### src/rtl/mul_reg_seq_pkg.sv
// Shared types and default sizes for the multiplier-weight register-file sequencer.
package mul_reg_seq_pkg;

    localparam int I_WIDTH_DEF    = 8;
    localparam int F_WIDTH_DEF    = 8;
    localparam int N_DEF          = 3;
    localparam int PASS_WIDTH_DEF = 8;

    // Width of one signed fixed-point weight (integer + fractional bits).
    localparam int W_WIDTH = I_WIDTH_DEF + F_WIDTH_DEF;

    typedef enum logic [2:0] {
        ST_IDLE  = 3'd0,
        ST_CLEAR = 3'd1,
        ST_LOAD  = 3'd2,
        ST_RUN   = 3'd3,
        ST_DONE  = 3'd4
    } state_e;

endpackage

### src/rtl/mul_reg_seq_nz_next_find.sv
// Finds the lowest set bit of a nonzero-weight mask strictly above a given
// index. Only present when MUL_REG_SEQ_ZERO_SKIP_EN is defined.
`ifdef MUL_REG_SEQ_ZERO_SKIP_EN
module nz_next_find #(
    parameter int N  = 3,
    parameter int AW = 2
) (
    input  logic [N-1:0]  mask_i,
    input  logic [AW-1:0] cur_i,
    output logic [AW-1:0] idx_o,
    output logic          found_o
);

    // Scan from the top down so the last hit kept is the lowest qualifying index.
    always_comb begin
        idx_o   = {AW{1'b0}};
        found_o = 1'b0;
        for (int i = N - 1; i >= 0; i--) begin
            if (mask_i[i] && (i > int'(cur_i))) begin
                idx_o   = AW'(i);
                found_o = 1'b1;
            end else begin
                idx_o   = idx_o;
                found_o = found_o;
            end
        end
    end

endmodule
`endif

### src/rtl/mul_reg_seq.sv
// Sequencer for one per-PE multiplier-weight register file: clear, load N
// weights from a valid/ready stream, then sweep the read address for a
// programmed number of passes. Optional MUL_REG_SEQ_ZERO_SKIP_EN makes the
// sweep skip addresses whose loaded weight was zero.
module mul_reg_seq
    import mul_reg_seq_pkg::*;
#(
    parameter int I_WIDTH     = I_WIDTH_DEF,
    parameter int F_WIDTH     = F_WIDTH_DEF,
    parameter int N           = N_DEF,
    parameter int ADDRS_WIDTH = $clog2(N),
    parameter int PASS_WIDTH  = PASS_WIDTH_DEF
) (
    input  logic                         clk_i,
    input  logic                         rst_n_i,
    input  logic                         start_i,
    input  logic [PASS_WIDTH-1:0]        num_pass_i,
    input  logic [I_WIDTH+F_WIDTH-1:0]   w_data_i,
    input  logic                         w_valid_i,
    output logic                         w_ready_o,
    input  logic                         stall_i,
    output logic                         mreg_rst_o,
    output logic                         mreg_wr_en_o,
    output logic [ADDRS_WIDTH-1:0]       mreg_wr_addrs_o,
    output logic [I_WIDTH+F_WIDTH-1:0]   mreg_wr_data_o,
    output logic [ADDRS_WIDTH-1:0]       mreg_rd_addrs_o,
    output logic                         rd_valid_o,
    output logic                         busy_o,
    output logic                         done_o
);

    localparam int WW = I_WIDTH + F_WIDTH;
    localparam logic [ADDRS_WIDTH-1:0] LAST_ADDR = ADDRS_WIDTH'(N - 1);

    state_e                  state_q, state_d;
    logic [ADDRS_WIDTH-1:0]  wr_cnt_q, wr_cnt_d;
    logic [ADDRS_WIDTH-1:0]  rd_cnt_q, rd_cnt_d;
    logic [PASS_WIDTH-1:0]   pass_cnt_q, pass_cnt_d;
    logic [PASS_WIDTH-1:0]   num_pass_q, num_pass_d;

    // Output flops, all loaded from the next state so they line up with state_q.
    logic                    mreg_rst_q;
    logic                    w_ready_q;
    logic                    rd_valid_q;
    logic                    busy_q;
    logic                    done_q;

    logic                    hs_s;
    logic [ADDRS_WIDTH-1:0]  first_rd_s;
    logic [ADDRS_WIDTH-1:0]  next_rd_s;
    logic                    last_in_pass_s;
    logic                    any_nz_s;

    assign hs_s = w_ready_q & w_valid_i;

`ifdef MUL_REG_SEQ_ZERO_SKIP_EN
    logic [N-1:0]            nz_q, nz_d;
    logic [ADDRS_WIDTH-1:0]  after_cur_idx_s;
    logic                    after_cur_found_s;
    logic [ADDRS_WIDTH-1:0]  after_zero_idx_s;
    logic                    after_zero_found_s;

    // Track which loaded weights are nonzero; the mask restarts on every job.
    always_comb begin
        nz_d = nz_q;
        if (state_q == ST_CLEAR) begin
            nz_d = {N{1'b0}};
        end else if ((state_q == ST_LOAD) && hs_s) begin
            nz_d[wr_cnt_q] = (w_data_i != {WW{1'b0}});
        end else begin
            nz_d = nz_q;
        end
    end

    // Next nonzero address after the one being presented.
    nz_next_find #(.N(N), .AW(ADDRS_WIDTH)) u_next_rd (
        .mask_i  (nz_q),
        .cur_i   (rd_cnt_q),
        .idx_o   (after_cur_idx_s),
        .found_o (after_cur_found_s)
    );

    // Lowest nonzero address above 0; uses nz_d so the final load beat counts.
    nz_next_find #(.N(N), .AW(ADDRS_WIDTH)) u_first_rd (
        .mask_i  (nz_d),
        .cur_i   ({ADDRS_WIDTH{1'b0}}),
        .idx_o   (after_zero_idx_s),
        .found_o (after_zero_found_s)
    );

    assign first_rd_s     = nz_d[0] ? {ADDRS_WIDTH{1'b0}} : after_zero_idx_s;
    assign any_nz_s       = nz_d[0] | after_zero_found_s;
    assign next_rd_s      = after_cur_idx_s;
    assign last_in_pass_s = ~after_cur_found_s;

    // Nonzero mask register.
    always_ff @(posedge clk_i or negedge rst_n_i) begin
        if (!rst_n_i) begin
            nz_q <= {N{1'b0}};
        end else begin
            nz_q <= nz_d;
        end
    end
`else
    assign first_rd_s     = {ADDRS_WIDTH{1'b0}};
    assign any_nz_s       = 1'b1;
    assign next_rd_s      = rd_cnt_q + ADDRS_WIDTH'(1);
    assign last_in_pass_s = (rd_cnt_q == LAST_ADDR);
`endif

    // Next-state and counter update logic for the job sequence.
    always_comb begin
        state_d    = state_q;
        wr_cnt_d   = wr_cnt_q;
        rd_cnt_d   = rd_cnt_q;
        pass_cnt_d = pass_cnt_q;
        num_pass_d = num_pass_q;
        case (state_q)
            ST_IDLE: begin
                if (start_i) begin
                    state_d    = ST_CLEAR;
                    num_pass_d = num_pass_i;
                end else begin
                    state_d    = ST_IDLE;
                end
            end
            ST_CLEAR: begin
                wr_cnt_d = {ADDRS_WIDTH{1'b0}};
                state_d  = ST_LOAD;
            end
            ST_LOAD: begin
                if (hs_s) begin
                    if (wr_cnt_q == LAST_ADDR) begin
                        wr_cnt_d   = {ADDRS_WIDTH{1'b0}};
                        rd_cnt_d   = first_rd_s;
                        pass_cnt_d = {PASS_WIDTH{1'b0}};
                        if ((num_pass_q == {PASS_WIDTH{1'b0}}) || !any_nz_s) begin
                            state_d = ST_DONE;
                        end else begin
                            state_d = ST_RUN;
                        end
                    end else begin
                        wr_cnt_d = wr_cnt_q + ADDRS_WIDTH'(1);
                    end
                end else begin
                    state_d = ST_LOAD;
                end
            end
            ST_RUN: begin
                if (stall_i) begin
                    state_d = ST_RUN;
                end else if (last_in_pass_s) begin
                    rd_cnt_d   = first_rd_s;
                    pass_cnt_d = pass_cnt_q + PASS_WIDTH'(1);
                    if (pass_cnt_q == (num_pass_q - PASS_WIDTH'(1))) begin
                        state_d = ST_DONE;
                    end else begin
                        state_d = ST_RUN;
                    end
                end else begin
                    rd_cnt_d = next_rd_s;
                end
            end
            ST_DONE: begin
                state_d = ST_IDLE;
            end
            default: begin
                state_d = ST_IDLE;
            end
        endcase
    end

    // State, counters and registered status outputs.
    always_ff @(posedge clk_i or negedge rst_n_i) begin
        if (!rst_n_i) begin
            state_q    <= ST_IDLE;
            wr_cnt_q   <= {ADDRS_WIDTH{1'b0}};
            rd_cnt_q   <= {ADDRS_WIDTH{1'b0}};
            pass_cnt_q <= {PASS_WIDTH{1'b0}};
            num_pass_q <= {PASS_WIDTH{1'b0}};
            mreg_rst_q <= 1'b0;
            w_ready_q  <= 1'b0;
            rd_valid_q <= 1'b0;
            busy_q     <= 1'b0;
            done_q     <= 1'b0;
        end else begin
            state_q    <= state_d;
            wr_cnt_q   <= wr_cnt_d;
            rd_cnt_q   <= rd_cnt_d;
            pass_cnt_q <= pass_cnt_d;
            num_pass_q <= num_pass_d;
            mreg_rst_q <= (state_d == ST_CLEAR);
            w_ready_q  <= (state_d == ST_LOAD);
            rd_valid_q <= (state_d == ST_RUN);
            busy_q     <= (state_d != ST_IDLE);
            done_q     <= (state_d == ST_DONE);
        end
    end

    assign mreg_rst_o      = mreg_rst_q;
    assign w_ready_o       = w_ready_q;
    assign mreg_wr_en_o    = w_ready_q & w_valid_i;
    assign mreg_wr_addrs_o = wr_cnt_q;
    assign mreg_wr_data_o  = w_data_i;
    assign mreg_rd_addrs_o = rd_cnt_q;
    assign rd_valid_o      = rd_valid_q;
    assign busy_o          = busy_q;
    assign done_o          = done_q;

endmodule

### config.mk
export PLATFORM = sky130hd
export DESIGN_NAME = mul_reg_seq
export DESIGN_NICKNAME = d
export VERILOG_FILES = /design/src/rtl/mul_reg_seq_pkg.sv /design/src/rtl/mul_reg_seq_nz_next_find.sv /design/src/rtl/mul_reg_seq.sv
export SDC_FILE = /design/constraint.sdc
export NUM_CORES = 1
export LEC_CHECK = 0
export ABC_AREA = 1
export CAP_MARGIN = 15
export CORE_AREA = 2 2 68 70
export DETAILED_ROUTE_END_ITERATION = 16
export DIE_AREA = 0 0 70 72
export GPL_ROUTABILITY_DRIVEN = 0
export HOLD_SLACK_MARGIN = 0.03
export PLACE_DENSITY = 0.74
export SLEW_MARGIN = 20
export SYNTH_ARGS = -nofsm -noshare
export SYNTH_HDL_FRONTEND = slang
export SYNTH_HIERARCHICAL = 1
export SYNTH_SLANG_ARGS = --single-unit
### constraint.sdc
create_clock -name clk_i -period 1.5 [get_ports clk_i]
set_input_delay 0.225 -clock clk_i [delete_from_list [all_inputs] [get_ports clk_i]]
set_output_delay 0.225 -clock clk_i [all_outputs]
set_load 0.01 [all_outputs]
==> impl_metrics.csv <==
group,metric,value,unit
clock_tree,clock_sinks,28,
finish,final_util,52.4,%
clock_tree,path_clk_slew,0.09,ns
finish,fin_area,0.00224,mm2
global_route,grt_pass1_vias,1527,
synthesis,seq_area_frac_synth,40.2,%
global_route,grt_max_degree,29,
finish,diodes,0,
run_status,violations,"setup timing",
global_route,antenna_found_initial,0,
floorplan,dieArea,0.00504,mm2
drt,dr.pass1.iters,4,
drt,vias_per_cell,4.77,
clock_tree,cts_tree,"done",
timing,slew_violations,0,
clock_tree,cts_buffers,3,
critical_path,crit_path_frequent_cell,"nand2_1",
finish,nNetsFinal,301,
timing,period_share,112,%
timing,finClkSkew,0.00694,ns
global_route,grt_pass1_wl,6430,um
floorplan,die_w,70,um
clock_tree,htree_levels,1,
synthesis,synth_cell_type_count,22,
critical_path,worstPathArrival,1.83,ns
pwr,powerDensity,1920,mW/mm2
timing,fmax,595,MHz
pwr,leakage,0.00118,uW
drt,drcViolationCount,0,
run,cap_violations,0,
timing,finalHoldViolations,0,
floorplan,start_util,40.9,%
floorplan,pin_count,55,
timing,setup_violations,9,
critical_path,crit_type,"reg2reg",
run_status,outcome,"finished with violations",
critical_path,required,1.65,ns
global_route,overflow,0,
place,hpwl,2790,um
timing,tns,-0.816,ns
drt,wire_per_inst,11.9,um
place,dp_slack,-0.196,ns
critical_path,slowest_stage,"dfrtp_1",
clock_tree,cts_hold_buf,0,
drt,postRouteAntennaNets,0,
drt,drt_iter0_drc,89,
floorplan,std_cell_rows,24,
critical_path,crit_fanout,5,
critical_path,cp-end-kind,"flip-flop",
clock_tree,cts_buffer_depth,2,
floorplan,die_height,72,um
timing,fin_ws,-0.181,ns
clock_tree,cts-root-buf,"clkbuf_8",
synthesis,syn_area,0.00174,mm2
critical_path,slowest_delay,0.38,ns
critical_path,crit_path_start_kind,"flip-flop",
pwr,peakVddDrop,1.02,mV
floorplan,core,0.00426,mm2
min_path,hold_class,"in2async",
synthesis,synth_nets,265,
place,dpl_cell_area,0.00210,mm2
critical_path,crit_chain,"inv_2 -> ha_4 -> inv_2 -> nand2_2 -> nand2_1 -> nor2_1 -> nand3_1 -> nor2_1 -> nand3_1 -> nand2_1 -> nand2_1 -> nand2_2 -> nand4_1",
synthesis,syn_inst,233,
timing,post-route-min-period,1.68,ns
finish,drive_gt1_share,24.3,%
drt,routed_wl,3810,um
clock_tree,clock_latency,0.28,ns
finish,area_growth,28.2,%
synthesis,ys_warn_count,6,
global_route,grt_util_all_layers,15.8,%
timing,relSlewSlack,75.4,%
drt,num_vias,1521,
timing,rsz0062_at_grt,"yes",
timing,worst_pin_slew,0.369,ns
place,portBuffers,22,
synthesis,ys_ff_latch,28,
pwr,finalPower,4290,uW
synthesis,syn_avg_cell_area,7.49,um2
registers in the layout, summed over array words and instances (netlist names):
name             count
done_o               1
rd_valid_o           1
w_ready_o            1
mreg_rd_addrs_o      2
mreg_rst_o           1
busy_o               1
pass_cnt_q           8
state_q              3
num_pass_q           8
mreg_wr_addrs_o      2
per-layer routing:
layer,global-route usage (%),routed length [um],up-vias
li1,-,-,781
met1,19.0,1680,699
met2,28.9,1910,34
met3,3.06,173,7
met4,4.91,55,0
met5,0,0,-
logic make-up after synthesis:
family,count (synthesis),share of synthesized area (%)
and+or+nand+nor,114,30.1
buffers and inverters,52,14.8
AOI/OAI and AO/OA,28,8.82
DFF,28,40.2
xor gates and xnor gates,8,4.02
adders and majority gates,3,2.15
final timing paths:
path	from	endpoint	slack (ns)	depth (start not counted)
worst max-delay path	num_pass_q[0]	busy_o	-0.18	13
worst min-delay path	rst_n_i	busy_o	0.32	2
worst max register to register	num_pass_q[0]	busy_o	-0.18	13
worst min register to register	pass_cnt_q[4]	pass_cnt_q[4]	0.59	2
max in group asynchronous	rst_n_i	pass_cnt_q[7]	0.91	2
min in group clk_i	w_data_i[14]	mreg_wr_data_o[14]	0.45	0
worst max-delay path: cells and delay by family, from the launching register on:
| kind | cells | cell delay [ns] |
|---|---|---|
| AND/OR/NAND/NOR | 10 | 0.82 |
| adder cells (fa/ha/maj) | 1 | 0.27 |
| buffers and inverters | 2 | 0.09 |
| flip-flops | 1 | 0.38 |
cell type report:
type                    count  area (um2)
clock buffers               3        41.3
fillers                   413        2030
inverters                  35         134
multi-input cells         153         875
flip-flops and latches     28         701
well taps                  52        65.1
repair buffers             48         420
stage by stage:
| step | hold WS (ns) | std cells |
|---|---|---|
| after floorplan | -0.0706 | 233 |
| after global placement | 0.450 | 315 |
| after detailed placement | 0.450 | 315 |
| after CTS | 0.335 | 319 |
| after global routing | 0.363 | 319 |
| final | 0.321 | 319 |
cell usage in the layout (no fill, tap or decap), types with 2 or more instances in the layout:
cell,n
nand3_1,12
nor2_1,15
nand2_2,6
a21oi_1,6
clkbuf_8,3
nor2_2,2
o21ai_0,11
inv_2,8
nand4_1,6
nand2_4,4
clkdlybuf4s50_1,20
inv_1,26
dfrtp_1,28
buf_6,2
nor2_4,6
o21ai_1,6
buf_4,24
dlygate4sd2_1,2
xnor2_1,2
a21oi_2,2
xor2_1,5
ha_1,2
nand2_1,60
report_power, final:
group | leakage, uW | switching, uW | total (uW) | internal [uW]
Combinational | 0.000808 | 1400 | 2530 | 1120
Clock | 0.0000216 | 233 | 414 | 181
Sequential | 0.000349 | 287 | 1350 | 1060
synth_stat cells, drive strengths merged:
| cell type | instances | area (um2) |
|---|---|---|
| a21oi | 9 | 56.3 |
| buf | 16 | 120 |
| clkbuf | 1 | 3.75 |
| dfrtp | 28 | 701 |
| ha | 3 | 37.5 |
| inv | 35 | 134 |
| nand2 | 70 | 295 |
| nand3 | 13 | 65.1 |
| nand4 | 6 | 37.5 |
| nor2 | 24 | 121 |
| nor3 | 1 | 5.00 |
| o21ai | 18 | 90.1 |
| o31ai | 1 | 7.51 |
| xnor2 | 3 | 26.3 |
| xor2 | 5 | 43.8 |
timing repair:
action                                  CTS  global route
cloned                                    0             0
resized for setup                        15            21
pin swaps                                 6            12
setup buffers                             1             0
endpoints found under the setup margin   14            16
Note: power is estimated with default switching activity, not from simulation.
